===== config.mk =====
export PLATFORM = sky130hd
export DESIGN_NAME = p2p_link
export DESIGN_NICKNAME = d
export VERILOG_FILES = /design/src/rtl/p2p_link.sv
export SDC_FILE = /design/constraint.sdc
export NUM_CORES = 1
export LEC_CHECK = 0
export BUFFER_PORTS_ARGS = -buffer_cell sky130_fd_sc_hd__buf_2
export CAP_MARGIN = 20
export CORE_MARGIN = 4
export CORE_UTILIZATION = 55
export DETAILED_ROUTE_END_ITERATION = 10
export MAX_ROUTING_LAYER = met4
export PLACE_DENSITY = 0.78
export SLEW_MARGIN = 20
export SYNTH_ARGS = -nofsm -noshare
export SYNTH_HDL_FRONTEND = slang
export SYNTH_SLANG_ARGS = --single-unit

===== constraint.sdc =====
create_clock -name clk -period 6.2 [get_ports clk]
set_input_delay 0.31 -clock clk [delete_from_list [all_inputs] [get_ports clk]]
set_output_delay 0.31 -clock clk [all_outputs]
set_load 0.02 [all_outputs]

===== src/rtl/p2p_link.sv =====
// Bidirectional point-to-point link: two independent valid/ready channels (A->B and B->A),
// each buffered by a DEPTH-entry first-word-fall-through FIFO with delivery counters.
module p2p_link #(
  parameter int unsigned WIDTH = 4,
  parameter int unsigned DEPTH = 4,
  parameter int unsigned CNT_W = 16
) (
  input  logic                     clk,
  input  logic                     rst,
  input  logic [WIDTH-1:0]         a_tx_data,
  input  logic                     a_tx_valid,
  output logic                     a_tx_ready,
  output logic [WIDTH-1:0]         b_rx_data,
  output logic                     b_rx_valid,
  input  logic                     b_rx_ready,
  input  logic [WIDTH-1:0]         b_tx_data,
  input  logic                     b_tx_valid,
  output logic                     b_tx_ready,
  output logic [WIDTH-1:0]         a_rx_data,
  output logic                     a_rx_valid,
  input  logic                     a_rx_ready,
  output logic [CNT_W-1:0]         ab_count,
  output logic [CNT_W-1:0]         ba_count,
  output logic [$clog2(DEPTH):0]   ab_level,
  output logic [$clog2(DEPTH):0]   ba_level
);

  localparam int unsigned PW = $clog2(DEPTH);
  localparam int unsigned LW = PW + 1;

  // Channel index 0 is A->B, index 1 is B->A.
  logic [WIDTH-1:0] mem_q   [2][DEPTH];
  logic [PW-1:0]    wptr_q  [2];
  logic [PW-1:0]    rptr_q  [2];
  logic [LW-1:0]    level_q [2];
  logic [CNT_W-1:0] count_q [2];
  // Holds tx_ready low through reset and until the first edge after it is released.
  logic             up_q;

  logic [WIDTH-1:0] tx_data [2];
  logic [1:0]       tx_valid, tx_ready, rx_valid, rx_ready, push, pop;

  assign tx_data[0]  = a_tx_data;
  assign tx_data[1]  = b_tx_data;
  assign tx_valid[0] = a_tx_valid;
  assign tx_valid[1] = b_tx_valid;
  assign rx_ready[0] = b_rx_ready;
  assign rx_ready[1] = a_rx_ready;

  always_comb begin
    tx_ready = '0;
    rx_valid = '0;
    push     = '0;
    pop      = '0;
    for (int c = 0; c < 2; c++) begin
      tx_ready[c] = up_q && (level_q[c] != LW'(DEPTH));
      rx_valid[c] = (level_q[c] != '0);
      push[c]     = tx_valid[c] && tx_ready[c];
      pop[c]      = rx_valid[c] && rx_ready[c];
    end
  end

  always_ff @(posedge clk) begin
    if (rst) begin
      up_q <= 1'b0;
      for (int c = 0; c < 2; c++) begin
        wptr_q[c]  <= '0;
        rptr_q[c]  <= '0;
        level_q[c] <= '0;
        count_q[c] <= '0;
        for (int i = 0; i < DEPTH; i++) begin
          mem_q[c][i] <= '0;
        end
      end
    end else begin
      up_q <= 1'b1;
      for (int c = 0; c < 2; c++) begin
        if (push[c]) begin
          mem_q[c][wptr_q[c]] <= tx_data[c];
          wptr_q[c]           <= wptr_q[c] + PW'(1);
        end
        if (pop[c]) begin
          rptr_q[c]  <= rptr_q[c] + PW'(1);
          count_q[c] <= count_q[c] + CNT_W'(1);
        end
        level_q[c] <= level_q[c] + LW'(push[c]) - LW'(pop[c]);
      end
    end
  end

  assign a_tx_ready = tx_ready[0];
  assign b_rx_valid = rx_valid[0];
  assign b_rx_data  = mem_q[0][rptr_q[0]];
  assign b_tx_ready = tx_ready[1];
  assign a_rx_valid = rx_valid[1];
  assign a_rx_data  = mem_q[1][rptr_q[1]];
  assign ab_count   = count_q[0];
  assign ba_count   = count_q[1];
  assign ab_level   = level_q[0];
  assign ba_level   = level_q[1];

endmodule


After elaboration in Yosys (flattened, before gate mapping)
Memories as Yosys holds them, arrays and structs flattened.
Cells that the tools add are included.
{ "word_totals": {"ff_bits": 1, "latchBits": 0, "ramBits": 78, "romBits": 0, "inputBits": 14, "n_memories": 5} }
{ "classes": {"n_addsub": 10, "n_mul": 0, "div_mod_pow": 0, "magnitude_cmp": 6, "eq_ne": 2, "shift": 0, "n_mux": 67, "bitwise": 44, "n_reduce_logical": 10} }
{ "memory_table": {"columns": ["name", "depth", "width", "rd", "rd_ports_with_merged_regs", "write_ports", "line_no", "text"], "rows": [
  ["count_q", 2, 16, 2, 0, 2, "36", "logic [CNT_W-1:0] count_q [2];"],
  ["mem_q", 2, 16, 2, 0, 2, "32", "logic [WIDTH-1:0] mem_q [2][DEPTH];"],
  ["level_q", 2, 3, 2, 0, 2, "35", "logic [LW-1:0] level_q [2];"],
  ["rptr_q", 2, 2, 2, 0, 2, "34", "logic [PW-1:0] rptr_q [2];"],
  ["wptr_q", 2, 2, 2, 0, 2, "33", "logic [PW-1:0] wptr_q [2];"]
]} }
{ "op_table": {"columns": ["cell", "n"], "rows": [
  ["2-to-1 mux 16 bit", 4],
  ["2-to-1 mux 1 bit", 47],
  ["bitwise OR 1 bit", 40],
  ["adder 16 x 1 -> 16 bit (second input constant)", 2],
  ["2-to-1 mux 4 bit", 6],
  ["binary-select mux 4 bit (select 2 bit)", 2],
  ["demux 4 bit (select 2 bit)", 2],
  [">= comparator 3 bit (second input constant)", 4],
  ["NOT 2 -> 3 bit", 4],
  ["adder 2 x 1 -> 2 bit (second input constant)", 4],
  ["logical AND 1 bit", 8],
  ["2-to-1 mux 2 bit", 4],
  ["adder 3 x 1 -> 3 bit", 2],
  ["less-than comparator 3 x 1 -> 1 bit (second input constant)", 2],
  ["2-to-1 mux 3 bit", 2],
  ["!= test 3 bit (second input constant)", 2],
  ["nonzero test 3 bit", 2],
  ["subtractor 3 x 1 -> 3 bit", 2]
]} }

Depth between registers and ports, before layout
Gate-level depths: netlist of the first run.
{ "logic_depth": {"depth_word": 7, "ltp_mapped": 11, "mapped_depth_nobuf": 11} }

Worst setup path after synthesis of the first run
OpenSTA, ideal clock, no wires.
{ "synth_path": {"kind": "reg2reg", "startpoint": "mem level_q[0][1] (netlist bit)", "endpoint": "mem level_q[0][2] (netlist bit)", "setup_ns": 0.127, "arrival_ns": 2.248, "t_required_ns": 6.073, "path_slack_ns": 3.826, "path_stages_with_launch": 12, "n_path_buf": 0, "period_less_slack_ns": 2.374, "cell_sequence": "dfxtp_1 or3_1 nand2_1 inv_1 ha_1 inv_1 ha_1 inv_1 fa_1 xor2_1 xnor2_1 nor2_1"} }
{ "synth_lines": {"columns": ["element", "line_no"], "rows": [
  ["from (decl)", "35"]
]} }

==> results of run 1 <==
kinds of logic after synthesis:
family                     after synthesis
AOI/OAI and AO/OA                        9
muxes                                    8
xor gates and xnor gates                32
adders and majority gates               16
DFF                                     79
and+or+nand+nor                        151
buffers and inverters                   38
cell usage after synthesis:
| cell type | number | area [sq um] |
|---|---|---|
| sky130_fd_sc_hd__and2_1 | 2 | 12.5 |
| sky130_fd_sc_hd__a2111oi_0 | 1 | 8.76 |
| sky130_fd_sc_hd__o31ai_1 | 2 | 15.0 |
| sky130_fd_sc_hd__buf_2 | 5 | 25.0 |
| sky130_fd_sc_hd__ha_1 | 14 | 175 |
| sky130_fd_sc_hd__and3_1 | 32 | 200 |
| sky130_fd_sc_hd__clkbuf_2 | 1 | 5.00 |
| sky130_fd_sc_hd__nand3_1 | 9 | 45.0 |
| sky130_fd_sc_hd__nand2_1 | 27 | 101 |
| sky130_fd_sc_hd__xnor2_1 | 28 | 245 |
| sky130_fd_sc_hd__edfxtp_1 | 72 | 2160 |
| sky130_fd_sc_hd__a2111oi_1 | 1 | 10.0 |
| sky130_fd_sc_hd__or4_1 | 2 | 15.0 |
| sky130_fd_sc_hd__nor3_1 | 8 | 40.0 |
| sky130_fd_sc_hd__a21o_1 | 1 | 7.51 |
| sky130_fd_sc_hd__nand3_2 | 1 | 10.0 |
| sky130_fd_sc_hd__nor4_1 | 6 | 37.5 |
| sky130_fd_sc_hd__fa_1 | 2 | 40.0 |
| sky130_fd_sc_hd__nor2b_1 | 5 | 31.3 |
| sky130_fd_sc_hd__a21oi_1 | 4 | 20.0 |
| sky130_fd_sc_hd__nor2_1 | 47 | 176 |
| sky130_fd_sc_hd__nand4_1 | 7 | 43.8 |
| sky130_fd_sc_hd__clkbuf_1 | 7 | 26.3 |
| sky130_fd_sc_hd__xor2_1 | 4 | 35.0 |
| sky130_fd_sc_hd__or3_1 | 2 | 12.5 |
| sky130_fd_sc_hd__or2_1 | 1 | 6.26 |
| sky130_fd_sc_hd__mux4_2 | 8 | 180 |
| sky130_fd_sc_hd__dfxtp_1 | 7 | 140 |
| sky130_fd_sc_hd__inv_1 | 25 | 93.8 |
| sky130_fd_sc_hd__or2_2 | 2 | 12.5 |
cell usage in the layout, fill, tap and decap left out, types with 8 or more instances in the layout:
| cell type | n |
|---|---|
| sky130_fd_sc_hd__edfxtp_1 | 72 |
| sky130_fd_sc_hd__buf_2 | 63 |
| sky130_fd_sc_hd__nor2_1 | 47 |
| sky130_fd_sc_hd__and3_1 | 32 |
| sky130_fd_sc_hd__xnor2_1 | 28 |
| sky130_fd_sc_hd__nand2_1 | 27 |
| sky130_fd_sc_hd__inv_1 | 25 |
| sky130_fd_sc_hd__ha_1 | 14 |
| sky130_fd_sc_hd__nand3_1 | 9 |
| sky130_fd_sc_hd__clkbuf_8 | 9 |
| sky130_fd_sc_hd__mux4_2 | 8 |
| sky130_fd_sc_hd__nor3_1 | 8 |
area by class of cell:
| class | count | share of cell area (%) |
|---|---|---|
| clock buffer | 10 | 2.83 |
| clock inverter | 6 | 0.859 |
| inverter | 25 | 2.08 |
| multi-input combinational | 216 | 33.1 |
| sequential | 79 | 51.0 |
| tap | 96 | 2.66 |
| timing repair buffer | 66 | 7.49 |
registers in the layout, indices dropped and copies added (netlist names):
name     count
rptr_q       4
mem_q       32
wptr_q       4
count_q     32
level_q      6
up_q         1
per-layer routing:
| metal | GRT usage [%] | up-vias |
|---|---|---|
| met5 | - | - |
| met4 | 6.93 | 0 |
| met3 | 5.36 | 6 |
| met2 | 28.5 | 74 |
| met1 | 24.3 | 1226 |
| li1 | - | 1298 |
worst paths after layout:
kind | end | slack, ns | start | cells past startpoint
worst max register to register | level_q[0][2] | 3.88 | level_q[0][1] | 11
worst min register to register | level_q[0][5] | 0.58 | level_q[0][4] | 2
worst min-delay path | level_q[0][5] | 0.29 | rst | 2
worst max-delay path | level_q[0][2] | 3.88 | level_q[0][1] | 11
power by group:
part           total [mW]  internal, mW  switching, mW  leakage, nW
clock               0.328         0.144          0.184       0.0820
combinational       0.570         0.226          0.344        0.994
sequential          0.833         0.711          0.122        0.815
total                1.73          1.08          0.650         1.89
==> out/qor_table.md, run 1 <==
| Group | Quantity | Value |
| --- | --- | --- |
| outcome | Run status | complete, no violations |
| drt | Number of DRC violations after detailed-routing iteration 0 | 94 |
| global route | Global Route Usage Sum | 18.8% |
| pwr | Power, Total | 1.73 mW |
| synthesis | Dominant combinational cell family by area after synthesis | simple AND/OR/NAND/NOR gates |
| synthesis | Share of the yosys chip area belonging to registers | 58.5% |
| clock network | H-tree levels | 3 |
| drt | Routed via count | 2604 |
| die | Initial cell density of the core | 57.3% |
| run | Max-capacitance violation count | 0 |
| synthesis | Number of different library cells in the post-synthesis netlist | 30 |
| placement | Post-Place Worst Slack | 3.89 ns |
| layout | Fill cell count | 536 |
| sta | Hold slack | 0.293 ns |
| clock network | Clk root buf | sky130_fd_sc_hd__clkbuf_8 |
| sta | Clock Skews | 0.00734 ns |
| drt | DRC violation count after routing | 0 |
| layout | Antenna Diode Count | 0 |
| sta | Total count of max-transition violations in the final report | 0 |
| sta | Setup TNS | 0 ns |
| synthesis | Arithmetic-cell share of the synthesized area counting full adders, half adders and majority gates | 5.47% |
| hold path | Path type of the worst min-delay path | primary input to flip-flop |
| global route | Pin count of the biggest net entering global routing | 37 |
| synthesis | Mux cell area share after synthesis | 4.58% |
| drt | Highest routing layer actually used | met4 |
| layout | Post-layout instance area | 4510 sq um |
| sta | Transition at the pin with the smallest max-transition slack | 0.759 ns |
| synthesis | Synthesis-stage register bit count | 79 |
| setup path | Gate family responsible for the most delay along the worst path | adder cells |
| placement | Weighted congestion reported at the end of routability-driven placement | 0.773 |
| die | Overall die area | 8570 sq um |
| layout | Filler-free cell count of the finished design | 498 |
| clock network | Post-cts gate resize count | 0 |
| drt | Length of routed met2 wiring | 3400 microns |
| pwr | PwrDens | 383 nW/um^2 |
| sta | Timing-limited maximum frequency | 431 MHz |
| setup path | Critical path required time | 6.44 ns |
| placement | Placed Instance Area | 4350 sq um |
| layout | Post-layout utilization of the core | 65.7% |
| drt | Post-DR wirelength/cell | 14.5 microns |
| sta | Worst slew margin | 49.3% |
| setup path | Startpoint-to-endpoint class of the critical path | flip-flop to flip-flop |
| clock network | Count of clock tree sinks | 79 |
| placement | Number of instances in the placed design | 482 |
| synthesis | Number of synthesis warnings | 0 |
| sta | Final critical delay including setup and external delays | 2.32 ns |
| drt | Total detailed-routing wirelength | 7210 microns |
| global route | Vias in the first global route | 2614 |
| layout | Number of nets in the finished design | 427 |
| setup path | Crit path arrival time | 2.55 ns |
| setup path | Buf+Inv Stages, Crit Path | 3 |
| drt | First drt pass iteration count | 4 |
| layout | Fraction of final layout cells with drive strength greater than 1 | 23.4% |
| global route | Remaining global-route overflow | 0 |
| sta | Endpoints failing setup | 0 |
| sta | Unrepaired setup endpoints after global routing | false |
| global route | Initial antenna violation count | 0 |
| clock network | Skew-Pair Late Insertion Delay | 0.35 ns |
| sta | Hold violation total from the final report | 0 |
| die | I/O pins | 64 |
| synthesis | Cell area after synthesis | 3930 sq um |
| drt | Met3 routed wirelength | 467 microns |
| die | Core Box Area | 6870 sq um |
| layout | Area grow syn2layout | 14.7% |
| placement | Port buffer count | 63 |
| setup path | Worst path cell trace | or3_1 -> nand2_1 -> inv_1 -> ha_1 -> inv_1 -> ha_1 -> inv_1 -> fa_1 -> xor2_1 -> xnor2_1 -> nor2_1 |
| die | Row Count | 30 |
| sta | Worst setup slack after layout | 3.88 ns |
| setup path | Master of the slowest instance on the critical path | sky130_fd_sc_hd__or3_1 |
| global route | Wire length of the first global-routing pass | 12300 microns |
| clock network | Number of hold buffers added after CTS | 0 |
| setup path | CP Max Fanout | 5 |
| clock network | Number of buffers inserted to repair setup after CTS | 0 |
| clock network | TritonCTS Buffers | 9 |
| pwr | Max VDD drop | 0.000251 V |
| die | DIE HEIGHT | 92.6 microns |
| synthesis | Area share of and/or/nand/nor cells after synthesis | 18.9% |
| setup path | Most prevalent standard cell on the critical path | sky130_fd_sc_hd__inv_1 |
| clock network | TritonCTS clock tree | done |
| synthesis | Gate Count Post-Synth | 333 |
| placement | Detail Placement HPWL | 5210 microns |
| clock network | Clock input transition at the sequential cells of the worst setup and hold paths | 0.08 ns |
| setup path | CP Launch Type | flip-flop |
| drt | Remaining number of nets flagged by the antenna check after routing | 0 |
| synthesis | Synthesized netlist net count | 363 |
| synthesis | Post-Synthesis Mean Instance Area | 11.8 sq um |
| clock network | Maximum clock insertion buffer count | 2 |
| synthesis | Synthesized-area fraction occupied by ao, oa, aoi and oai cells | 1.56% |
| die | DIE WIDTH | 92.6 microns |
| setup path | Delay of the slowest cell on the worst path | 0.39 ns |
| pwr | Static Leakage | 1.89 nW |
| drt | Ratio of routed vias to standard cells | 5.23 |
| layout | Flip-flop and latch area | 2300 sq um |
| drt | WL met1 | 3280 microns |
| synthesis | Area share of xor/xnor cells in the synthesized design | 7.12% |
| layout | Area used by multi-input combinational logic | 1490 sq um |
| sta | Final clock period utilization by the worst path | 37.4% |
| setup path | Crit path capture type | flip-flop |
Power figures use the tool's default switching activity.
==> inputs of run 2 (changes only) <==
Settings changed: ABC_AREA from default to 1, PLACE_DENSITY 0.78 to 0.77.
Clock period 6.2 ns to 2.3 ns, I/O delays scaled along.
==> run 2 against run 1 <==
Compared with the run above:
- register-to-register slack worse by 3.7 ns
- sequential cell count stayed put
- setup slack worse by 3.7 ns
- area after synthesis grew 8.1%
- combinational power rose to 3.1 times the previous value
- non-clock buffer count fell by 1
- hold slack got worse by 0.28 ns
- critical path type unchanged
- highest routed layer unchanged
==> out/qor_table.md, run 2 <==
| Group | Quantity | Value | vs previous |
| --- | --- | --- | --- |
| outcome | Run status | complete, no violations |  |
| synthesis | Cell taking the most area after synthesis | sky130_fd_sc_hd__edfxtp_1 |  |
| setup path | Worst path cell trace | inv_1 -> nand3_2 -> nand2_1 -> inv_1 -> ha_1 -> inv_1 -> ha_1 -> inv_1 -> fa_1 -> xnor2_1 -> o21ai_0 -> a21oi_1 |  |
| synthesis | Number of different library cells in the post-synthesis netlist | 33 | +10% |
| drt | DRC violation count after routing | 0 | unchanged |
| die | Overall die area | 9200 sq um | +7.4% |
| synthesis | Synthesis-stage register bit count | 79 | unchanged |
| sta | Final critical delay including setup and external delays | 2.11 ns | -0.209 ns |
| synthesis | Count of flip-flops with a built-in enable after synthesis | 72 | unchanged |
| synthesis | Synthesized netlist net count | 495 | +36% |
| clock network | H-tree levels | 3 | unchanged |
| synthesis | Post-Synthesis Mean Instance Area | 9.15 sq um | -23% |
| setup path | Most prevalent standard cell on the critical path | sky130_fd_sc_hd__inv_1 |  |
| layout | Post-layout instance area | 4890 sq um | +8.3% |
| setup path | Master of the slowest instance on the critical path | sky130_fd_sc_hd__fa_1 |  |
| synthesis | Flip-flop cell with the highest count after synthesis | sky130_fd_sc_hd__edfxtp_1 |  |
| layout | Most frequent cells in the layout | 98 x sky130_fd_sc_hd__nor2_1, 92 x sky130_fd_sc_hd__nand2_1, 72 x sky130_fd_sc_hd__inv_1, 72 x sky130_fd_sc_hd__edfxtp_1, 63 x sky130_fd_sc_hd__buf_2 |  |
| synthesis | Share of the yosys chip area belonging to registers | 54.1% | -4.4 points |
| setup path | Crit path capture type | flip-flop |  |
| setup path | Critical path required time | 2.57 ns | -3.87 ns |
| setup path | CP Launch Type | flip-flop |  |
| clock network | Number of hold buffers added after CTS | 0 | unchanged |
| pwr | Int Pwr | 3.19 mW | +200% |
| setup path | Crit path arrival time | 2.38 ns | -0.17 ns |
| drt | First drt pass iteration count | 4 | unchanged |
| setup path | CP Max Fanout | 5 | unchanged |
| pwr | Max VDD drop | 0.000677 V | +170% |
| drt | Total detailed-routing wirelength | 8130 microns | +13% |
| drt | Routed via count | 3242 | +25% |
| sta | Transition at the pin with the smallest max-transition slack | 0.379 ns | -0.381 ns |
| sta | Clock Skews | 0.00990 ns | +0.00255 ns |
| die | Row Count | 31 | +3.3% |
| synthesis | Cell area after synthesis | 4250 sq um | +8.1% |
| layout | Fraction of final layout cells with drive strength greater than 1 | 19.6% | -3.8 points |
| synthesis | Proportion of register bits with asynchronous set or reset after synthesis | 0% | unchanged |
| drt | Remaining number of nets flagged by the antenna check after routing | 0 | unchanged |
| die | DIE WIDTH | 95.9 microns | +3.6% |
| sta | Hold slack | 0.0133 ns | -0.280 ns |
| pwr | Static Leakage | 2.27 nW | +20% |
| setup path | Delay of the slowest cell on the worst path | 0.38 ns | about the same |
| synthesis | Portion of synthesized cell area occupied by the leading cell type | 50.8% | -4.1 points |
| synthesis | Cell types with the largest area share after synthesis | sky130_fd_sc_hd__edfxtp_1 51%, sky130_fd_sc_hd__nor2_1 8.6%, sky130_fd_sc_hd__nand2_1 8.1% |  |
| synthesis | Commonest cells post-synth | 98 x sky130_fd_sc_hd__nor2_1, 92 x sky130_fd_sc_hd__nand2_1, 72 x sky130_fd_sc_hd__edfxtp_1, 72 x sky130_fd_sc_hd__inv_1, 20 x sky130_fd_sc_hd__nand3_1 |  |
| clock network | Count of clock tree sinks | 79 | unchanged |
| pwr | PwrDens | 1050 nW/um^2 | +170% |
| global route | Pin count of the biggest net entering global routing | 22 | -41% |
| drt | Post-DR wirelength/cell | 12.7 microns | -12% |
| synthesis | Gate Count Post-Synth | 465 | +40% |
| clock network | TritonCTS clock tree | done |  |
| sta | Timing-limited maximum frequency | 474 MHz | +9.9% |
| layout | Area grow syn2layout | 15.0% |  |
| die | Core Box Area | 7370 sq um | +7.3% |
| clock network | Skew-Pair Late Insertion Delay | 0.34 ns | about the same |
| run | Max-capacitance violation count | 0 | unchanged |
| sta | Hold violation total from the final report | 0 | unchanged |
| sta | Total count of max-transition violations in the final report | 0 | unchanged |
| placement | Weighted congestion reported at the end of routability-driven placement | 0.803 | +4.0% |
| placement | Number of instances in the placed design | 623 | +29% |
| clock network | Post-cts gate resize count | 0 | unchanged |
| layout | Filler-free cell count of the finished design | 639 | +28% |
| sta | Setup TNS | 0 ns | unchanged |
| die | DIE HEIGHT | 95.9 microns | +3.6% |
| placement | Placed Instance Area | 4650 sq um | +7.0% |
| layout | Number of nets in the finished design | 565 | +32% |
| placement | Detail Placement HPWL | 6020 microns | +16% |
| placement | Port buffer count | 63 | unchanged |
| clock network | Clock input transition at the sequential cells of the worst setup and hold paths | 0.08 ns | about the same |
| pwr | Net switching power | 1.94 mW | +200% |
| die | I/O pins | 64 | unchanged |
| setup path | Gate family responsible for the most delay along the worst path | adder cells |  |
| die | Initial cell density of the core | 57.7% | +0.44 points |
| drt | Number of DRC violations after detailed-routing iteration 0 | 138 | +47% |
| sta | Unrepaired setup endpoints after global routing | false |  |
| layout | Largest registers in the final layout | count_q (32), mem_q (32), level_q (6) |  |
| pwr | Share of power burned in combinational logic | 34.0% | +1.1 points |
| setup path | Buf+Inv Stages, Crit Path | 4 | +1 |
| pwr | Fraction of power consumed by the clock network | 23.8% | +4.8 points |
| synthesis | Number of synthesis warnings | 0 | unchanged |
| sta | Endpoints failing setup | 0 | unchanged |
| global route | Vias in the first global route | 3149 | +20% |
| pwr | Sequential power share | 42.2% | -5.9 points |
| setup path | Startpoint-to-endpoint class of the critical path | flip-flop to flip-flop |  |
| layout | Leading cell type in the layout, fill and taps excluded | sky130_fd_sc_hd__nor2_1 |  |
| layout | Antenna Diode Count | 0 | unchanged |
| clock network | Clk root buf | sky130_fd_sc_hd__clkbuf_8 |  |
| clock network | Number of buffers inserted to repair setup after CTS | 0 | unchanged |
| global route | Initial antenna violation count | 0 | unchanged |
| drt | Ratio of routed vias to standard cells | 5.07 | -3.0% |
| global route | Remaining global-route overflow | 0 | unchanged |
| synthesis | Most frequent cell after synthesis | sky130_fd_sc_hd__nor2_1 |  |
| sta | Worst slew margin | 74.7% | +25 points |
| sta | Final clock period utilization by the worst path | 91.7% | +54 points |
| clock network | Maximum clock insertion buffer count | 2 | unchanged |
| hold path | Path type of the worst min-delay path | primary input to flip-flop |  |
| global route | Global Route Usage Sum | 20.0% | +1.2 points |
| clock network | TritonCTS Buffers | 9 | unchanged |
| global route | Wire length of the first global-routing pass | 13900 microns | +14% |
| pwr | Switching power share of the total | 37.9% | +0.33 points |
==> run 2: cell count changes after synthesis, sizes merged, moves of 15 or more <==
cell   delta
and3     -32
nor2     +61
nand3    +15
xnor2    -24
inv      +50
nand2    +67
o21ai    +18
==> run 2: path summary, 6_finish.rpt <==
kind / from / end / slack [ns] / cells after the start
min reg2reg: level_q[0][1] / level_q[0][2] / 0.62 / 2
min: rst / level_q[0][3] / 0.01 / 2
max reg2reg: level_q[0][1] / level_q[0][2] / 0.19 / 12
max: level_q[0][1] / level_q[0][2] / 0.19 / 12
==> run 2: power by group through the flow <==
stage / Sequential [mW] / Combinational (mW) / Clock (mW)
3_3_place_gp: 2.18 / 1.71 / 0
6_report: 2.17 / 1.75 / 1.22
4_1_cts: 2.16 / 1.77 / 1.24
2_1_floorplan: 2.35 / 1.12 / 0
3_5_place_dp: 2.19 / 1.76 / 0
5_1_grt: 2.21 / 1.98 / 1.30
==> run 2: layer usage <==
metal | global-route usage (%) | wire length, microns | up-vias
li1 | - | - | 1639
met1 | 25.1 | 3600 | 1505
met2 | 32.8 | 3980 | 92
met3 | 4.07 | 485 | 6
met4 | 6.16 | 59 | 0
met5 | - | 0 | -
==> run 2: logic make-up after synthesis <==
logic type / share of synthesized area, %
adder cells (fa/ha/maj): 5.06
AND/OR/NAND/NOR: 25.0
AO/OA/AOI/OAI: 5.77
buffers and inverters: 7.97
flip-flops: 54.1
XOR/XNOR: 2.06
==> run 2: stage by stage <==
stage / power, mW / util (%) / setup WS [ns]
3_3_place_gp: 3.89 / 63.1 / 0.306
2_1_floorplan: 3.47 / - / 0.146
4_1_cts: 5.18 / 66.3 / 0.188
6_report: 5.13 / 66.3 / 0.190
5_1_grt: 5.49 / 66.3 / 0.0253
3_5_place_dp: 3.95 / 63.1 / 0.209
==> run 2: cell type report <==
type,instances,area [sq um]
multi-input cells,305,1610
repair buffers,65,330
clock inverters,5,106
flip-flops and latches,79,2300
inverters,75,284
fillers,608,2480
clock buffers,11,131
well taps,99,124
==> inputs of run 3 (changes only) <==
Settings changed: CORE_UTILIZATION 55 to 52.
Clock period 2.3 ns to 1.94 ns, I/O delays scaled along.
==> run 3 against run 2 <==
Compared with the run above:
- fmax grew 12%
- non-clock buffer count grew 15
- sequential cell count is the same
- register-to-register slack lost 0.13 ns
- utilization shrank 1.6 points
- sequential share of layout area shrank 1.6 points
- first-iteration DRC count grew 28%
- final cell count grew 2.8%
- critical path depth is the same
- cell area grew 4.0%
- count of clock-buffer cells in the layout shrank 1
- largest power group unchanged
- total power grew 26%
==> out/qor_table.md, run 3 (synthesis results as in run 2) <==
| Group | Quantity | Value | vs previous |
| --- | --- | --- | --- |
| outcome | Run status | complete, no violations |  |
| layout | Most frequent cells in the layout | 98 x sky130_fd_sc_hd__nor2_1, 91 x sky130_fd_sc_hd__nand2_1, 72 x sky130_fd_sc_hd__edfxtp_1 |  |
| clock network | Skew-Pair Late Insertion Delay | 0.35 ns | about the same |
| hold path | Cells on Worst Hold Path | 3 | +1 |
| die | I/O pins | 64 | unchanged |
| layout | Largest registers in the final layout | count_q (32), mem_q (32), level_q (6) |  |
| pwr | Sequential power share | 40.2% | -2.0 points |
| layout | Fill cell count | 653 | +7.4% |
| drt | First drt pass iteration count | 4 | unchanged |
| clock network | Clock input transition at the sequential cells of the worst setup and hold paths | 0.08 ns | about the same |
| die | DIE WIDTH | 98.4 microns | +2.6% |
| sta | Worst slew margin | 74.2% | -0.53 points |
| placement | Weighted congestion reported at the end of routability-driven placement | 0.804 | +0.14% |
| clock network | Maximum clock insertion buffer count | 2 | unchanged |
| drt | Post-DR wirelength/cell | 13.3 microns | +4.7% |
| setup path | Critical path required time | 2.18 ns | -0.39 ns |
| sta | Endpoints failing setup | 0 | unchanged |
| pwr | Share of power burned in combinational logic | 39.1% | +5.1 points |
| layout | Post-layout instance area | 5080 sq um | +4.0% |
| die | Core Box Area | 7850 sq um | +6.5% |
| layout | Leading cell type in the layout, fill and taps excluded | sky130_fd_sc_hd__nor2_1 |  |
| drt | Remaining number of nets flagged by the antenna check after routing | 0 | unchanged |
| drt | Routed via count | 3302 | +1.9% |
| placement | Post-Place Worst Slack | -0.0553 ns | -0.264 ns |
| hold path | Startpoint of the tightest hold check path | b_tx_data[2] |  |
| setup path | Gate family responsible for the most delay along the worst path | adder cells |  |
| drt | Number of DRC violations after detailed-routing iteration 0 | 176 | +28% |
| setup path | Worst reg-to-reg setup slack | 0.06 ns | -0.13 ns |
| setup path | Master of the slowest instance on the critical path | sky130_fd_sc_hd__dfxtp_4 |  |
| setup path | Startpoint-to-endpoint class of the critical path | flip-flop to flip-flop |  |
| clock network | H-tree levels | 3 | unchanged |
| layout | Antenna Diode Count | 0 | unchanged |
| layout | Flip-flop and latch area | 2310 sq um | +0.43% |
| sta | Setup TNS | 0 ns | unchanged |
| clock network | TritonCTS clock tree | done |  |
| setup path | CP Max Fanout | 2 | -3 |
| die | Row Count | 32 | +3.2% |
| run | Max-capacitance violation count | 0 | unchanged |
| pwr | Int Pwr | 3.93 mW | +23% |
| sta | Worst setup slack after layout | 0.0612 ns | -0.129 ns |
| setup path | Cells on worst reg2reg path | 12 | unchanged |
| layout | Fraction of final layout cells with drive strength greater than 1 | 25.2% | +5.6 points |
| drt | Ratio of routed vias to standard cells | 5.03 | -0.94% |
| layout | Area used by multi-input combinational logic | 1690 sq um | +4.7% |
| setup path | Startpoint of the worst register-to-register path | level_q[0][2] |  |
| sta | Total count of max-transition violations in the final report | 0 | unchanged |
| setup path | Worst path cell trace | inv_4 -> nand3_4 -> nand2_4 -> inv_2 -> ha_4 -> inv_4 -> ha_4 -> inv_2 -> fa_2 -> xnor2_2 -> buf_4 -> a21oi_1 |  |
| pwr | Power, Total | 6.45 mW | +26% |
| sta | Timing-limited maximum frequency | 532 MHz | +12% |
| setup path | Buf+Inv Stages, Crit Path | 5 | +1 |
| setup path | Crit path capture type | flip-flop |  |
| global route | Initial antenna violation count | 0 | unchanged |
| die | Initial cell density of the core | 54.2% | -3.5 points |
| clock network | Count of clock tree sinks | 79 | unchanged |
| hold path | Path type of the worst min-delay path | primary input to flip-flop |  |
| global route | Wire length of the first global-routing pass | 14900 microns | +6.7% |
| setup path | CP Launch Type | flip-flop |  |
| die | Overall die area | 9690 sq um | +5.3% |
| placement | Port buffer count | 63 | unchanged |
| sta | Final critical delay including setup and external delays | 1.88 ns | -0.231 ns |
| layout | Post-layout utilization of the core | 64.8% | -1.6 points |
| layout | Number of nets in the finished design | 580 | +2.7% |
| global route | Global Route Usage Sum | 19.5% | -0.50 points |
| placement | Placed Instance Area | 4670 sq um | +0.48% |
| placement | Detail Placement HPWL | 6120 microns | +1.5% |
| pwr | Max VDD drop | 0.00102 V | +50% |
| die | DIE HEIGHT | 98.4 microns | +2.6% |
| setup path | Crit path arrival time | 2.12 ns | -0.26 ns |
| pwr | PwrDens | 1270 nW/um^2 | +21% |
| hold path | Worst Hold End | mem_q[1][14] |  |
| drt | DRC violation count after routing | 0 | unchanged |
| sta | Transition at the pin with the smallest max-transition slack | 0.387 ns | +0.00800 ns |
| pwr | Net switching power | 2.52 mW | +30% |
| drt | Total detailed-routing wirelength | 8750 microns | +7.7% |
| sta | Unrepaired setup endpoints after global routing | true |  |
| clock network | Clk root buf | sky130_fd_sc_hd__clkbuf_8 |  |
| global route | Pin count of the biggest net entering global routing | 22 | unchanged |
| layout | Area grow syn2layout | 19.5% |  |
| global route | Remaining global-route overflow | 0 | unchanged |
| pwr | Switching power share of the total | 39.1% | +1.2 points |
| sta | Clock Skews | 0.00641 ns | -0.00348 ns |
| setup path | Critical R2R Capture | level_q[0][2] |  |
| setup path | Delay of the slowest cell on the worst path | 0.36 ns | -0.02 ns |
| pwr | Fraction of power consumed by the clock network | 20.7% | -3.1 points |
| sta | Hold violation total from the final report | 0 | unchanged |
| clock network | TritonCTS Buffers | 9 | unchanged |
| global route | Vias in the first global route | 3219 | +2.2% |
| sta | Final clock period utilization by the worst path | 96.8% | +5.1 points |
| pwr | Static Leakage | 2.34 nW | +3.2% |
[run 3: cell count changes in the layout (fill, tap and decap cells not counted), moves of 3 or more]
| cell | change |
|---|---|
| sky130_fd_sc_hd__inv_4 | +4 |
| sky130_fd_sc_hd__inv_1 | -7 |
| sky130_fd_sc_hd__buf_4 | +13 |
| sky130_fd_sc_hd__inv_2 | +3 |
| sky130_fd_sc_hd__dfxtp_1 | -4 |
[run 3: final cells by class]
| cell class | instances | share of cell area, % |
|---|---|---|
| clock inverter | 6 | 1.67 |
| sequential | 79 | 45.5 |
| inverter | 75 | 5.78 |
| timing repair buffer | 80 | 8.84 |
| tap | 102 | 2.51 |
| clock buffer | 10 | 2.51 |
| multi-input combinational | 305 | 33.2 |
[run 3: metal layers]
| metal | GRT usage [%] | vias to the layer above | wire length, microns |
|---|---|---|---|
| met3 | 3.33 | 17 | 373 |
| met2 | 30.1 | 85 | 4100 |
| met4 | 8.19 | 0 | 171 |
| met1 | 25.7 | 1533 | 4110 |
| met5 | - | - | 0 |
| li1 | - | 1667 | - |
[run 3: through the flow]
step                      cells  hold slack, ns
after CTS                   655          0.0902
after detailed placement    626           0.362
after floorplan             465           0.154
after global placement      626           0.336
after global routing        657          0.0998
final                       657           0.105
[run 3: power by group through the flow]
| stage | sequential [mW] | combinational [mW] | clock [mW] |
|---|---|---|---|
| after floorplan | 2.80 | 1.35 | 0 |
| after global placement | 2.60 | 2.06 | 0 |
| after detailed placement | 2.62 | 2.12 | 0 |
| after CTS | 2.58 | 2.39 | 1.35 |
| after global routing | 2.64 | 2.82 | 1.43 |
| final | 2.59 | 2.52 | 1.34 |
[run 3: worst max-delay path by stage]
stage                       start       endpoint  depth (start not counted)
floorplan           level_q[0][0]  level_q[0][2]                         12
global placement    level_q[0][1]  level_q[0][2]                         12
detailed placement  level_q[0][1]  level_q[0][2]                         12
CTS                 level_q[0][1]  level_q[0][2]                         12
global route        level_q[0][2]  level_q[0][2]                         12
finish              level_q[0][2]  level_q[0][2]                         12
[run 3: worst min-delay path, stage by stage]
cell	delay, ns
sky130_fd_sc_hd__buf_2	0.07
sky130_fd_sc_hd__inv_1	0.07
sky130_fd_sc_hd__nor2_1	0.10
[run 3: timing repair]
action	4_1_cts	5_1_grt
pin swaps	7	7
resized for setup	13	10
hold endpoints to repair	3	0
endpoints found under the setup margin	1	20
setup buffers	12	3
hold buffers	1	0
